===== config.mk =====
export PLATFORM = sky130hd
export DESIGN_NAME = request_grant_sequencer
export DESIGN_NICKNAME = d
export VERILOG_FILES = /design/src/rtl/request_grant_sequencer_pkg.sv /design/src/rtl/request_priority_pick.sv /design/src/rtl/request_grant_sequencer.sv
export SDC_FILE = /design/constraint.sdc
export NUM_CORES = 1
export LEC_CHECK = 0
export ABC_AREA = 1
export CORE_ASPECT_RATIO = 1.1
export CORE_UTILIZATION = 54
export CTS_BUF_LIST = sky130_fd_sc_hd__clkbuf_8
export CTS_CLUSTER_DIAMETER = 200
export CTS_CLUSTER_SIZE = 30
export DETAILED_ROUTE_END_ITERATION = 10
export GPL_TIMING_DRIVEN = 1
export MAX_ROUTING_LAYER = met4
export PLACE_DENSITY = 0.92
export SETUP_SLACK_MARGIN = 0.4
export SLEW_MARGIN = 0
export SYNTH_ARGS = -nofsm -noshare
export SYNTH_HDL_FRONTEND = slang
export SYNTH_HIERARCHICAL = 1
export SYNTH_SLANG_ARGS = --single-unit
export TNS_END_PERCENT = 1

===== constraint.sdc =====
create_clock -name clk -period 2.7 [get_ports clk]
set_input_delay 0.27 -clock clk [delete_from_list [all_inputs] [get_ports clk]]
set_output_delay 0.27 -clock clk [all_outputs]
set_load 0.005 [all_outputs]

===== src/rtl/request_grant_sequencer_pkg.sv =====
// Shared codings for the request/grant sequencer: width defaults and the one-hot helper.
package request_grant_sequencer_pkg;
  localparam int DEF_INPUT_WIDTH  = 8;
  localparam int DEF_OUTPUT_WIDTH = $clog2(DEF_INPUT_WIDTH);

  // Bit `pos` of the one-hot vector that encodes index `idx`.
  function automatic logic onehot_bit(input int idx, input int pos);
    return idx == pos;
  endfunction
endpackage


===== src/rtl/request_priority_pick.sv =====
// Combinational picker: first set bit of vector_i searching downward from start_i, wrapping.
module request_priority_pick
  import request_grant_sequencer_pkg::*;
#(
  parameter int W  = DEF_INPUT_WIDTH,
  parameter int OW = $clog2(W)
) (
  input  logic [W-1:0]  vector_i,
  input  logic [OW-1:0] start_i,
  output logic [OW-1:0] index_o,
  output logic          found_o
);
  int p;

  always_comb begin
    index_o = '0;
    found_o = 1'b0;
    p       = 0;
    for (int k = 0; k < W; k++) begin
      p = (int'(start_i) - k + W) % W;
      if (!found_o && vector_i[p]) begin
        found_o = 1'b1;
        index_o = p[OW-1:0];
      end
    end
  end
endmodule


===== src/rtl/request_grant_sequencer.sv =====
// Captures request pulses into a pending set and issues one registered grant at a time.
// Define RR_FAIR_EN for round-robin selection; default is fixed MSB-first priority.
module request_grant_sequencer
  import request_grant_sequencer_pkg::*;
#(
  parameter int INPUT_WIDTH  = DEF_INPUT_WIDTH,
  parameter int OUTPUT_WIDTH = $clog2(INPUT_WIDTH)
) (
  input  logic                    clk,
  input  logic                    rst_n,
  input  logic [INPUT_WIDTH-1:0]  request,
  output logic [OUTPUT_WIDTH-1:0] grant_index,
  output logic                    grant_valid,
  input  logic                    grant_ready,
  output logic [INPUT_WIDTH-1:0]  pending,
  output logic                    busy
);
  logic [INPUT_WIDTH-1:0]  pend_q, pend_d, eff, clr_mask;
  logic [OUTPUT_WIDTH-1:0] gi_q, gi_d, start, pick_idx;
  logic                    gv_q, gv_d, pick_found, slot_free;

`ifdef RR_FAIR_EN
  logic [OUTPUT_WIDTH-1:0] last_q, last_d;
  // Search begins one below the last loaded line; last=0 wraps to the top line.
  assign start = (last_q == '0) ? OUTPUT_WIDTH'(INPUT_WIDTH-1) : last_q - OUTPUT_WIDTH'(1);
`else
  assign start = OUTPUT_WIDTH'(INPUT_WIDTH-1);
`endif

  assign eff       = pend_q | request;
  assign slot_free = !gv_q || grant_ready;

  request_priority_pick #(.W(INPUT_WIDTH), .OW(OUTPUT_WIDTH)) u_pick (
    .vector_i (eff),
    .start_i  (start),
    .index_o  (pick_idx),
    .found_o  (pick_found)
  );

  for (genvar i = 0; i < INPUT_WIDTH; i++) begin : g_mask
    assign clr_mask[i] = onehot_bit(int'(pick_idx), i);
  end

  always_comb begin
    gi_d   = gi_q;
    gv_d   = gv_q;
    pend_d = eff;
`ifdef RR_FAIR_EN
    last_d = last_q;
`endif
    if (slot_free) begin
      if (pick_found) begin
        gi_d   = pick_idx;
        gv_d   = 1'b1;
        pend_d = eff & ~clr_mask;
`ifdef RR_FAIR_EN
        last_d = pick_idx;
`endif
      end else begin
        gv_d = 1'b0;
      end
    end
  end

  always_ff @(posedge clk or negedge rst_n) begin
    if (!rst_n) begin
      gi_q   <= '0;
      gv_q   <= 1'b0;
      pend_q <= '0;
`ifdef RR_FAIR_EN
      last_q <= '0;
`endif
    end else begin
      gi_q   <= gi_d;
      gv_q   <= gv_d;
      pend_q <= pend_d;
`ifdef RR_FAIR_EN
      last_q <= last_d;
`endif
    end
  end

  assign grant_index = gi_q;
  assign grant_valid = gv_q;
  assign pending     = pend_q;
  assign busy        = gv_q | (|pend_q);
endmodule

# Yosys cells after proc, flatten, opt, wreduce, memory -nomap -nowiden
# Index checks and enable logic that the tools add are counted.
# classes
muxes	19
n_eq_ne	7
n_reduce_logical	19
bitwise_logic	4
# op_table
operator	n
3-bit 2-to-1 mux	8
8-bit 2-to-1 mux	2
3-bit equality test, second input constant	4
1-bit 2-to-1 mux	9
8-bit bitwise AND	1
1-bit logical NOT	8
8-bit inverter	1
8-bit bitwise OR	1
8-bit OR reduction	1
1-bit logical AND	7
3-bit by 2-bit equality test with 1-bit output, second input constant	2
3-bit by 1-bit equality test with 1-bit output, second input constant	1
3-bit logical NOT	1
2-bit AND reduction	1
1-bit logical OR	1
1-bit bitwise OR	1
# word_totals
output_inout_bits	13
register_bits	12
elab_cells	52

# Depth between registers and ports, before layout
# Gate-level depths: netlist (run 1).
# depth
depth_word	28
ltp_mapped	21

# Hierarchy
# The synthesis (run 1) kept the hierarchy.
# by_module_without_submodules
module	area_per_inst_um2	cells_each	instances
request_priority_pick	750.7	138	1
request_grant_sequencer	588.1	74	1

# Worst setup path before layout (run 1)
# No wires, ideal clock.
# synth_path
kind	flip-flop to flip-flop
start	reg pend_q[7] (netlist: pending[7])
end	reg pend_q[1] (netlist: pending[1])
required_ns	2.587
path_buffers	0
path_stages_with_launch	16
setup_slack_ns	0.674
synth_period_minus_slack_ns	2.026
arrival_time_ns	1.913
path_cell_list	dfrtp_1 > or2_1 > nand2_1 > nand3_1 > nand3_1 > nand2_2 > nor2_4 > nand4_4 > nor2_4 > nand3_1 > nand3_1 > inv_1 > nor2_1 > nand3_1 > nand2_1 > inv_1
# synth_between
elab_chain_len	28
# synth_lines
item	line	rtl
start, declared	request_grant_sequencer.sv:18	logic [INPUT_WIDTH-1:0] pend_q, pend_d, eff, clr_mask;
start signal, assigned	request_grant_sequencer.sv:76	pend_q <= pend_d;
8-bit bitwise OR (*)	request_grant_sequencer.sv:30	assign eff = pend_q | request;
via eff[7]	request_grant_sequencer.sv:18	
1-bit 2-to-1 mux	request_priority_pick.sv:21	if (!found_o && vector_i[p]) begin
1-bit logical NOT	request_priority_pick.sv:21	
1-bit logical AND	request_priority_pick.sv:21	
1-bit 2-to-1 mux	request_priority_pick.sv:21	
1-bit logical NOT	request_priority_pick.sv:21	
1-bit logical AND	request_priority_pick.sv:21	
[... 15 more ...]	-	
3-bit 2-to-1 mux (*)	request_priority_pick.sv:21	
via pick_idx[0]	request_grant_sequencer.sv:19	logic [OUTPUT_WIDTH-1:0] gi_q, gi_d, start, pick_idx;
3-bit by 2-bit equality test with 1-bit output (*)	request_grant_sequencer_pkg.sv:8	return idx == pos;
8-bit inverter (*)	request_grant_sequencer.sv:55	pend_d = eff & ~clr_mask;
8-bit bitwise AND (*)	request_grant_sequencer.sv:55	
8-bit 2-to-1 mux (*)	request_grant_sequencer.sv:52	if (pick_found) begin
8-bit 2-to-1 mux (*)	request_grant_sequencer.sv:51	if (slot_free) begin
via pend_d[1]	request_grant_sequencer.sv:18	
# The timed path passes the listed nets; every way through them passes the cells marked *.
# A chain may end at the register's enable or synchronous reset.

# Worst setup path in the final report (run 1)
# layout_path
start	in request[4]
end	reg pend_q[7] (netlist: pending[7])
# layout_rtl
item	line	rtl
start, declared	request_grant_sequencer.sv:11	input logic [INPUT_WIDTH-1:0] request,
8-bit bitwise OR (*)	request_grant_sequencer.sv:30	
via eff[4]	request_grant_sequencer.sv:18	
1-bit logical AND (*)	request_priority_pick.sv:21	
1-bit 2-to-1 mux (*)	request_priority_pick.sv:21	
1-bit logical NOT	request_priority_pick.sv:21	
1-bit logical AND	request_priority_pick.sv:21	
1-bit 2-to-1 mux (*)	request_priority_pick.sv:21	
1-bit logical NOT	request_priority_pick.sv:21	
[... 4 more ...]	-	
1-bit 2-to-1 mux (*)	request_priority_pick.sv:21	
1-bit logical NOT	request_priority_pick.sv:21	
1-bit logical AND	request_priority_pick.sv:21	
1-bit 2-to-1 mux (*)	request_priority_pick.sv:21	
via pick_found	request_grant_sequencer.sv:20	logic gv_q, gv_d, pick_found, slot_free;
8-bit 2-to-1 mux (*)	request_grant_sequencer.sv:52	
8-bit 2-to-1 mux (*)	request_grant_sequencer.sv:51	
via pend_d[7]	request_grant_sequencer.sv:18	
# Marked as above.

==> results.yml, run 1 <==
status:
  outcome: "completed"
timing:
  relSlewSlack_pct: 60.4
  tns_ns: 0
  finClkSkew_ns: 0.00151
  timing_worst_slew_pin_value_ns: 0.592
  drv_slew: 0
  fin_ws_ns: 0.202
  setup_violations: 0
  period_minus_slack_ns: 2.50
  clock.fmax_mhz: 400
  rsz0062_at_grt: "yes"
  period_share_pct: 92.5
  hold-worst-slack_ns: 0.398
  hold_viol: 0
yosys:
  ys_seq_elements: 12
  synth_ff_type: "dfrtp_1"
  netlist_area_mm2: 0.00134
  synth.distinct_cells: 30
  syn_inst: 212
  async_flop_share_pct: 100
  yosys-top-cells-count: "nand2_1, nand3_1, nor2_1"
  syn-mean-instance-area_um2: 6.32
  ys_seq_area_share_pct: 22.4
  yosysWarnings: 6
  synth_top_cell_by_area: "dfrtp_1"
  synthMostInstantiatedCell: "nand2_1"
  synth-edff-count: 0
  synth_top_area_share_pct: 22.4
  synth_area_leaders: "dfrtp_1, nand2_1, nand3_1"
floorplanning:
  ios: 24
  die_y_um: 54.2
  start_util_pct: 58.3
  num_rows: 18
  die_area_mm2: 0.00268
  die_w_um: 49.5
  core_area_mm2: 0.00230
global_route:
  grt_pass1_vias: 1361
  antenna_found_initial: 0
  grt_usage_pct: 29.2
  grt_max_degree: 14
  grt_overflow_total: 0
  grt_pass1_wl_um: 5590
clock_network:
  cts_tree: "yes"
  clkTransAtPathRegs_ns: 0.06
  cts_buffers: 3
  postCtsHoldBufs: 0
  clk_latency_ns: 0.25
  cts-htree-levels: 1
  cts_root_buffer: "clkbuf_8"
  cts_sinks: 12
  cts_buffer_depth: 2
layout:
  drive_gt1_share_pct: 42.4
  regArea_um2: 300
  fillers: 107
  antennaDiodeCount: 0
  layout.nets: 271
  syn_to_final_growth_pct: 53.6
  multi_input_area_mm2: 0.00118
place:
  dp_hpwl_um: 2550
  pre_cts_ws_ns: 0.0697
  gp_congestion: 1.00
  portBuffers: 23
power_and_ir_drop:
  leakagePower_nw: 0.991
  powerDensity_mw_per_mm2: 465
  total_power_w: 0.000956
  ir_drop_v: 0.000579
critical_path:
  critPathArrivalTime_ns: 2.68
  criticalPathCategory: "in2reg"
  rrSetupSlack_ns: 0.24
  cp.required_ns: 2.89
  critPathLaunchType: "primary input"
  critPathLaunch: "request[4]"
  worst_r2r_startpoint: "pending[4]"
  worstPathMaxFanout: 5
  cp-end-kind: "flop"
route:
  drt_iter0_markers: 134
  dr_total_vias: 1836
  viasPerCell: 6.40
  wl_um: 5940
  drtPass1Iterations: 5
  antenna_left: 0
  drc: 0
  wire_per_inst_um: 20.7
flow_run:
  maxCapViolations: 0
hold_path:
  hold_path_class: "in2async"
-- state kept, by name, indices dropped and copies added (netlist names) --
name	flops
pending	8
grant_index	3
grant_valid	1
-- worst max-delay path, cell delays in order --
cell and delay (ns):
clkdlybuf4s50_1 0.41, or2_4 0.26, nand2_4 0.08, nand3_1 0.10, nand2_1 0.14, nor2_2 0.08
nor2_4 0.15, nand4_4 0.15, nor2_4 0.16, buf_6 0.12, nand3b_1 0.18, nand2_1 0.20
inv_2 0.11, nand3_2 0.09, nand2_1 0.08, inv_1 0.07
-- worst paths after layout --
kind | depth (start not counted) | to
max in group asynchronous | 1 | grant_index[0]
worst min-delay path | 1 | pending[3]
worst max register to register | 15 | pending[7]
worst min register to register | 2 | grant_index[0]
min in group clk | 4 | pending[6]
worst max-delay path | 16 | pending[7]
-- metal layers --
layer	global-route usage, %	vias to the layer above	wire length [um]
li1	-	753	-
met1	31.2	842	2040
met2	54.1	185	2770
met3	3.06	56	655
met4	16.2	0	469
met5	-	-	0
-- final cells by class --
class / instances / share of cell area, %
Timing Repair Buffer: 40 / 18.0
Tap cell: 30 / 1.83
Sequential cell: 12 / 14.6
Inverter: 28 / 5.36
Clock buffer: 4 / 2.68
Multi-Input combinational cell: 173 / 57.5
-- through the flow --
step	utilization [%]	instance area, um^2	instances
floorplan	-	1370	219
global placement	69.2	1590	267
detailed placement	69.2	1590	267
CTS	73.1	1680	273
global route	89.5	2060	287
finish	89.5	2060	287
-- repair_timing --
action / in CTS / in global routing
buffers inserted: 2 / 14
gates resized for setup: 6 / 73
endpoints found under the setup margin: 8 / 12
pin swaps: 3 / 48
-- cell usage in the layout, fill, tap and decap left out, drive strengths merged --
cell	Yosys	layout
nand2	61	61
nand3	44	44
nor2	30	30
inv	28	28
clkdlybuf4s50	0	21
buf	6	17
dfrtp	12	12
conb	1	8
or2	7	7
clkbuf	0	4
nor3	4	4
o21ai	4	4
nand4	4	4
nand3b	2	2
dlymetal6s2s	0	2
ha	2	2
a31oi	2	2
xnor2	2	2
and2	1	1
xor2	1	1
a21boi	1	1
-- power breakdown --
part	total [W]	switching, W	internal, W
registers	0.000229	0.0000230	0.000206
logic	0.000524	0.000317	0.000207
clock network	0.000203	0.0000740	0.000129
total	0.000956	0.000414	0.000542
-- logic make-up after synthesis --
family / share of synthesized area [%]
buffers and inverters: 11.6
adder cells (fa/ha/maj): 1.87
other: 0.280
flip-flops: 22.4
AND/OR/NAND/NOR: 57.3
XOR/XNOR: 3.08
AO/OA/AOI/OAI: 3.46
No activity file was read; power rests on OpenSTA's default activity.
==> run 2, diff against run 1 <==
--- a/config.mk
+++ b/config.mk
@@ -10,7 +10,7 @@
 export CORE_UTILIZATION = 54
 export CTS_BUF_LIST = sky130_fd_sc_hd__clkbuf_8
 export CTS_CLUSTER_DIAMETER = 200
-export CTS_CLUSTER_SIZE = 30
+export CTS_CLUSTER_SIZE = 12
 export DETAILED_ROUTE_END_ITERATION = 10
 export GPL_TIMING_DRIVEN = 1
 export MAX_ROUTING_LAYER = met4
==> results of run 2 <==
Same layout as run 1: the final DEF is identical, and so are final timing and power.
